File: src/rtl/fast_avg_seq.sv
// Fast-averaging code sequencer: NCH phase-staggered channels stepping through 2^NBITS codes,
// each held a programmable number of clocks. Define FAST_AVG_SEQ_WRAP_STB_EN to add wrap_stb.
module fast_avg_seq #(
    parameter int unsigned NBITS = 4,
    parameter int unsigned CNTW  = 32,
    parameter int unsigned NCH   = 1
) (
    input  logic                  clk,
    input  logic                  rst_n,
    input  logic                  on,
    input  logic [CNTW-1:0]       cnt_max,
    input  logic                  mode,
    output logic [NCH*NBITS-1:0]  out,
    output logic                  step_stb
`ifdef FAST_AVG_SEQ_WRAP_STB_EN
    ,
    output logic                  wrap_stb
`endif
);

    localparam int unsigned L      = 1 << NBITS;
    localparam int unsigned Offset = L / NCH;
    localparam logic [NBITS-1:0] LastStep = NBITS'(L - 1);

    typedef enum logic [0:0] {StIdle, StRun} state_e;

    state_e               r_state, w_state_d;
    logic [CNTW-1:0]      r_cnta, w_cnta_d;
    logic [NBITS-1:0]     r_step, w_step_d;
    logic [CNTW-1:0]      r_hold_s, w_hold_d;
    logic                 r_mode_s, w_mode_d;
    logic [NCH*NBITS-1:0] r_out, w_out_d;
    logic                 r_step_stb, w_step_stb_d;

    logic [CNTW-1:0]      w_hold_ld;
    logic                 w_last;
    logic                 w_wrap;
    logic [NBITS-1:0]     w_step_inc;
    logic                 w_mode_next;

    function automatic logic [NBITS-1:0] f_seq(input logic [NBITS-1:0] k, input logic m);
        logic [NBITS-1:0] rev;
        for (int i = 0; i < NBITS; i++) begin
            rev[i] = k[NBITS-1-i];
        end
        return m ? k : rev;
    endfunction

    // Channel c runs Offset steps ahead of channel 0 on the shared step counter.
    function automatic logic [NCH*NBITS-1:0] f_codes(input logic [NBITS-1:0] s, input logic m);
        logic [NCH*NBITS-1:0] v;
        v = '0;
        for (int c = 0; c < NCH; c++) begin
            v[c*NBITS +: NBITS] = f_seq(s + NBITS'(c * Offset), m);
        end
        return v;
    endfunction

    assign w_hold_ld   = (cnt_max == '0) ? CNTW'(1) : cnt_max;
    assign w_last      = (r_cnta == r_hold_s - CNTW'(1));
    assign w_wrap      = w_last && (r_step == LastStep);
    assign w_step_inc  = r_step + NBITS'(1);
    // New mode must already govern the code emitted on the wrap edge.
    assign w_mode_next = w_wrap ? mode : r_mode_s;

    always_comb begin
        w_state_d    = r_state;
        w_cnta_d     = r_cnta;
        w_step_d     = r_step;
        w_hold_d     = r_hold_s;
        w_mode_d     = r_mode_s;
        w_out_d      = r_out;
        w_step_stb_d = 1'b0;
        unique case (r_state)
            StIdle: begin
                if (on) begin
                    w_state_d = StRun;
                    w_cnta_d  = '0;
                    w_step_d  = '0;
                    w_hold_d  = w_hold_ld;
                    w_mode_d  = mode;
                    w_out_d   = f_codes('0, mode);
                end
            end
            StRun: begin
                if (!on) begin
                    w_state_d = StIdle;
                    w_cnta_d  = '0;
                    w_step_d  = '0;
                    w_out_d   = '0;
                end else if (w_last) begin
                    w_cnta_d     = '0;
                    w_step_d     = w_step_inc;
                    w_step_stb_d = 1'b1;
                    w_out_d      = f_codes(w_step_inc, w_mode_next);
                    if (w_wrap) begin
                        w_hold_d = w_hold_ld;
                        w_mode_d = mode;
                    end
                end else begin
                    w_cnta_d = r_cnta + CNTW'(1);
                end
            end
            default: w_state_d = StIdle;
        endcase
    end

    always_ff @(posedge clk) begin
        if (!rst_n) begin
            r_state    <= StIdle;
            r_cnta     <= '0;
            r_step     <= '0;
            r_hold_s   <= '0;
            r_mode_s   <= 1'b0;
            r_out      <= '0;
            r_step_stb <= 1'b0;
        end else begin
            r_state    <= w_state_d;
            r_cnta     <= w_cnta_d;
            r_step     <= w_step_d;
            r_hold_s   <= w_hold_d;
            r_mode_s   <= w_mode_d;
            r_out      <= w_out_d;
            r_step_stb <= w_step_stb_d;
        end
    end

    assign out      = r_out;
    assign step_stb = r_step_stb;

`ifdef FAST_AVG_SEQ_WRAP_STB_EN
    logic r_wrap_stb;

    always_ff @(posedge clk) begin
        if (!rst_n) begin
            r_wrap_stb <= 1'b0;
        end else begin
            r_wrap_stb <= (r_state == StRun) && on && w_wrap;
        end
    end

    assign wrap_stb = r_wrap_stb;
`endif

endmodule

File: config.mk
export PLATFORM = sky130hd
export DESIGN_NAME = fast_avg_seq
export DESIGN_NICKNAME = d
export VERILOG_FILES = /design/src/rtl/fast_avg_seq.sv
export SDC_FILE = /design/constraint.sdc
export NUM_CORES = 1
export LEC_CHECK = 0
export BUFFER_PORTS_ARGS = -buffer_cell sky130_fd_sc_hd__buf_2
export CORE_MARGIN = 1
export CORE_UTILIZATION = 35
export CTS_CLUSTER_SIZE = 28
export DETAILED_ROUTE_END_ITERATION = 10
export PLACE_DENSITY = 0.55
export SYNTH_ARGS = -nofsm -noshare
export SYNTH_HDL_FRONTEND = slang
export SYNTH_SLANG_ARGS = --single-unit
File: constraint.sdc
create_clock -name clk -period 3.4 [get_ports clk]
set_input_delay 0.68 -clock clk [delete_from_list [all_inputs] [get_ports clk]]
set_output_delay 0.68 -clock clk [all_outputs]
set_load 0.1 [all_outputs]
==> metrics.txt <==
syn avg cell area 8.19 um^2; Syn-to-layout area delta 26.0%; endpoints failing setup 0; Tcrit/Tclk final 97.4%; Die Wd 120 um; first-pass GRT wire length 24100 um; Leak 2.55 nW; H-tree level count 3; CP max-delay cell a222oi_1; status finished, final reports clean; initial core utilization 36.3%; CTS clk-pin slew, worst paths 0.06 ns; CP Max Fanout 4; Total GRT Usage 21.6%; Avg WL per Cell 17.5 um; clk_skew 0.00559 ns; 1st-iter DRT viols 346; placed insts 836; count of input and output buffers 40; Top delay family on crit path compound AO/OA/AOI/OAI gates; detailed placer's ending HPWL 11300 um; WS Path Type flip-flop to flip-flop; fraction of layout cells with a size suffix above 1 24.0%; Worst-Margin Slew 0.987 ns; sequential fraction of the synthesis area 30.9%; setup ws final 0.0899 ns; vias in the first global route 4571; yosys warns 0; fraction of registers with async set/reset 0%; min Tclk post-route 3.31 ns; Max VDD drop 0.330 mV; Worst Setup End Kind flip-flop; largest net degree at the start of global routing 51; RSZ-0062 raised after global routing yes; Bufs and invs on worst path 4; detailed-route DRC error count 0; Pins Over Slew Limit 0; Longest Clk Path Bufs 2; crit start category flip-flop; ys flop type dfxtp_1; io pins 41; Net Count, Synth 633; Hold/Removal Path Class flip-flop to flip-flop; worst rel slew slack 34.0%; Worst Path Required 3.67 ns; n_diodes 0; die area 0.0144 mm^2; Clock Sink Count 75; total wire length 15000 um; vias 4894; Final Wtd Congestion 0.931; synth unique cells 70; Fin. Hold Viols 0; core area 0.0134 mm^2; DRT antenna net count 0; Area after DPL 0.00567 mm^2; Fin Setup TNS 0 ns; power per cell area 398 mW/mm^2; Max-Cap Viols 0; gate count of the mapped netlist 594; CP max stage delay 0.48 ns; Synth Register Bits 75; Finished Layout Cells 858; Clock Latency Late Sink 0.34 ns; Vias/cell 5.70; most used cell along the critical path buf_4; cts bufs inserted 9; total gr overflow 0; fin util 45.8%; crit path cell chain inv_1, ha_2, buf_4, nand4bb_1, a222oi_1, nand4_1, a2111oi_2, buf_4, o2111ai_1, nor3_2, buf_4, nand2_1, or2_2, o2bb2ai_1; TritonCTS clock tree done; drt pass-1 iters 5; num rows 42; dpl ws -0.0890 ns; CP Data Arrival Time 3.58 ns; Nets 717; Max Fclk 302 MHz; Final Instance Area 0.00613 mm^2; Die Span Y 120 um; initial antenna violation count 0; EDFF count, synth 0; Root Buffer clkbuf_16; post-synthesis instance area 0.00487 mm^2
==> synth_stat cells, types with 3 or more instances <==
cell       instances  area [um^2]
nand2_1           37          139
nand3_1           29          145
inv_1              8         30.0
nor2_1            61          229
nand2b_1           7         43.8
mux2i_1           39          390
or3b_2             3         26.3
dfxtp_1           75         1500
nor3_1            29          145
a311oi_1           8         70.1
nand4_1           12         75.1
a41oi_1            5         43.8
or3_1             11         68.8
nor4b_1            3         26.3
a21oi_1           27          135
clkbuf_1          34          128
o2111ai_1          3         26.3
xor2_1            18          158
o211a_1           14          140
buf_2              5         25.0
a31oi_1            9         56.3
and2_1             6         37.5
nor4_4             3         63.8
or2_2              5         31.3
and3_1            11         68.8
nor2b_1            3         18.8
a2bb2oi_1          3         26.3
buf_4              3         22.5
o21ai_0           10         50.1
ha_1               3         37.5
nor4_1            17          106
or4_1              8         60.1
o2bb2ai_1          3         26.3
a211oi_1           6         45.0
a22oi_1            5         37.5
a22o_1             3         26.3
xnor2_1           23          201
==> placed cells by master, fill, tap and decap left out, types with 4 or more instances in the layout <==
| master | n |
|---|---|
| clkbuf_16 | 10 |
| or3_1 | 11 |
| nor4_1 | 15 |
| buf_12 | 4 |
| a211oi_1 | 4 |
| nand3_1 | 28 |
| o21ai_0 | 10 |
| dfxtp_1 | 75 |
| nand2b_1 | 7 |
| inv_1 | 7 |
| nor3_1 | 28 |
| o211a_1 | 14 |
| nand4_1 | 12 |
| or4_1 | 6 |
| a22oi_1 | 5 |
| a31oi_1 | 9 |
| a21oi_1 | 25 |
| a41oi_1 | 5 |
| nor4_4 | 4 |
| buf_4 | 71 |
| nor2_1 | 61 |
| buf_2 | 40 |
| or2_2 | 5 |
| mux2i_1 | 39 |
| xor2_1 | 18 |
| xnor2_1 | 23 |
| and2_1 | 6 |
| a311oi_1 | 8 |
| and3_1 | 11 |
| nand2_1 | 37 |
==> layer usage <==
| metal | up-vias | global-route usage [%] | routed length (um) |
|---|---|---|---|
| met5 | - | 0 | 0 |
| met4 | 0 | 6.80 | 285 |
| met3 | 19 | 4.80 | 718 |
| met2 | 123 | 34.5 | 6960 |
| met1 | 2354 | 28.8 | 7090 |
| li1 | 2398 | - | - |
==> sequential cells by signal, summed over array words and instances, names as in the netlist <==
signal	flops
r_state	1
r_mode_s	1
out	4
step_stb	1
r_hold_s	32
r_step	4
r_cnta	32
==> worst paths after layout <==
check                                 from                endpoint  slack, ns  depth (start not counted)
setup / recovery  r_hold_s[0]$_SDFFE_PN0P_  r_step[3]$_SDFFE_PN0P_       0.09                         14
hold reg to reg        out[1]$_SDFFE_PN0P_     out[1]$_SDFFE_PN0P_       0.46                          1
setup reg to reg  r_hold_s[0]$_SDFFE_PN0P_  r_step[3]$_SDFFE_PN0P_       0.09                         14
hold / removal         out[1]$_SDFFE_PN0P_     out[1]$_SDFFE_PN0P_       0.46                          1
==> metrics by stage <==
step,hold WS [ns],total power [mW]
final,0.464,2.44
after CTS,0.471,2.43
after floorplan,0.463,1.25
after global placement,0.444,1.45
after detailed placement,0.452,1.46
after global routing,0.501,2.55
==> cell families (layout without fill, tap and decap cells) <==
kind of cell / after synthesis / after routing / share of synthesized area (%)
adder cells (fa/ha/maj): 3 / 3 / 0.771
AND/OR/NAND/NOR: 256 / 256 / 28.5
flip-flops: 75 / 75 / 30.9
XOR/XNOR: 41 / 41 / 7.38
multiplexers: 40 / 40 / 8.25
AO/OA/AOI/OAI: 128 / 128 / 19.9
buffers and inverters: 51 / 139 / 4.29
==> worst register-to-register path: cells and delay by family, from the launching register on <==
family | cells | cell delay (ns)
adders and majority gates | 1 | 0.21
buffers and inverters | 4 | 0.57
and+or+nand+nor | 5 | 1.02
DFF | 1 | 0.32
AOI/OAI and AO/OA | 4 | 1.11
==> what timing repair did <==
item / in CTS / in global routing
hold buffers: 0 / 0
setup buffers: 0 / 6
endpoints found under the hold margin: 0 / 0
pin swaps: 0 / 7
cloned: 0 / 1
endpoints found under the setup margin: 7 / 61
resized for setup: 2 / 15
==> cell type report <==
cell class,instances,area (um^2)
Fill cell,1354,7270
Timing Repair Buffer,116,838
Sequential cell,75,1500
Inverter,8,30.0
Tap cell,176,220
Multi-Input combinational cell,468,3250
Clock buffer,13,260
Clock inverter,2,35.0
==> power breakdown <==
group	internal, mW	leakage, nW	switching [mW]
combinational	0.255	1.80	0.290
sequential	0.904	0.610	0.0296
clock	0.603	0.146	0.356
total	1.76	2.55	0.676
No activity file was read; power rests on OpenSTA's default activity.
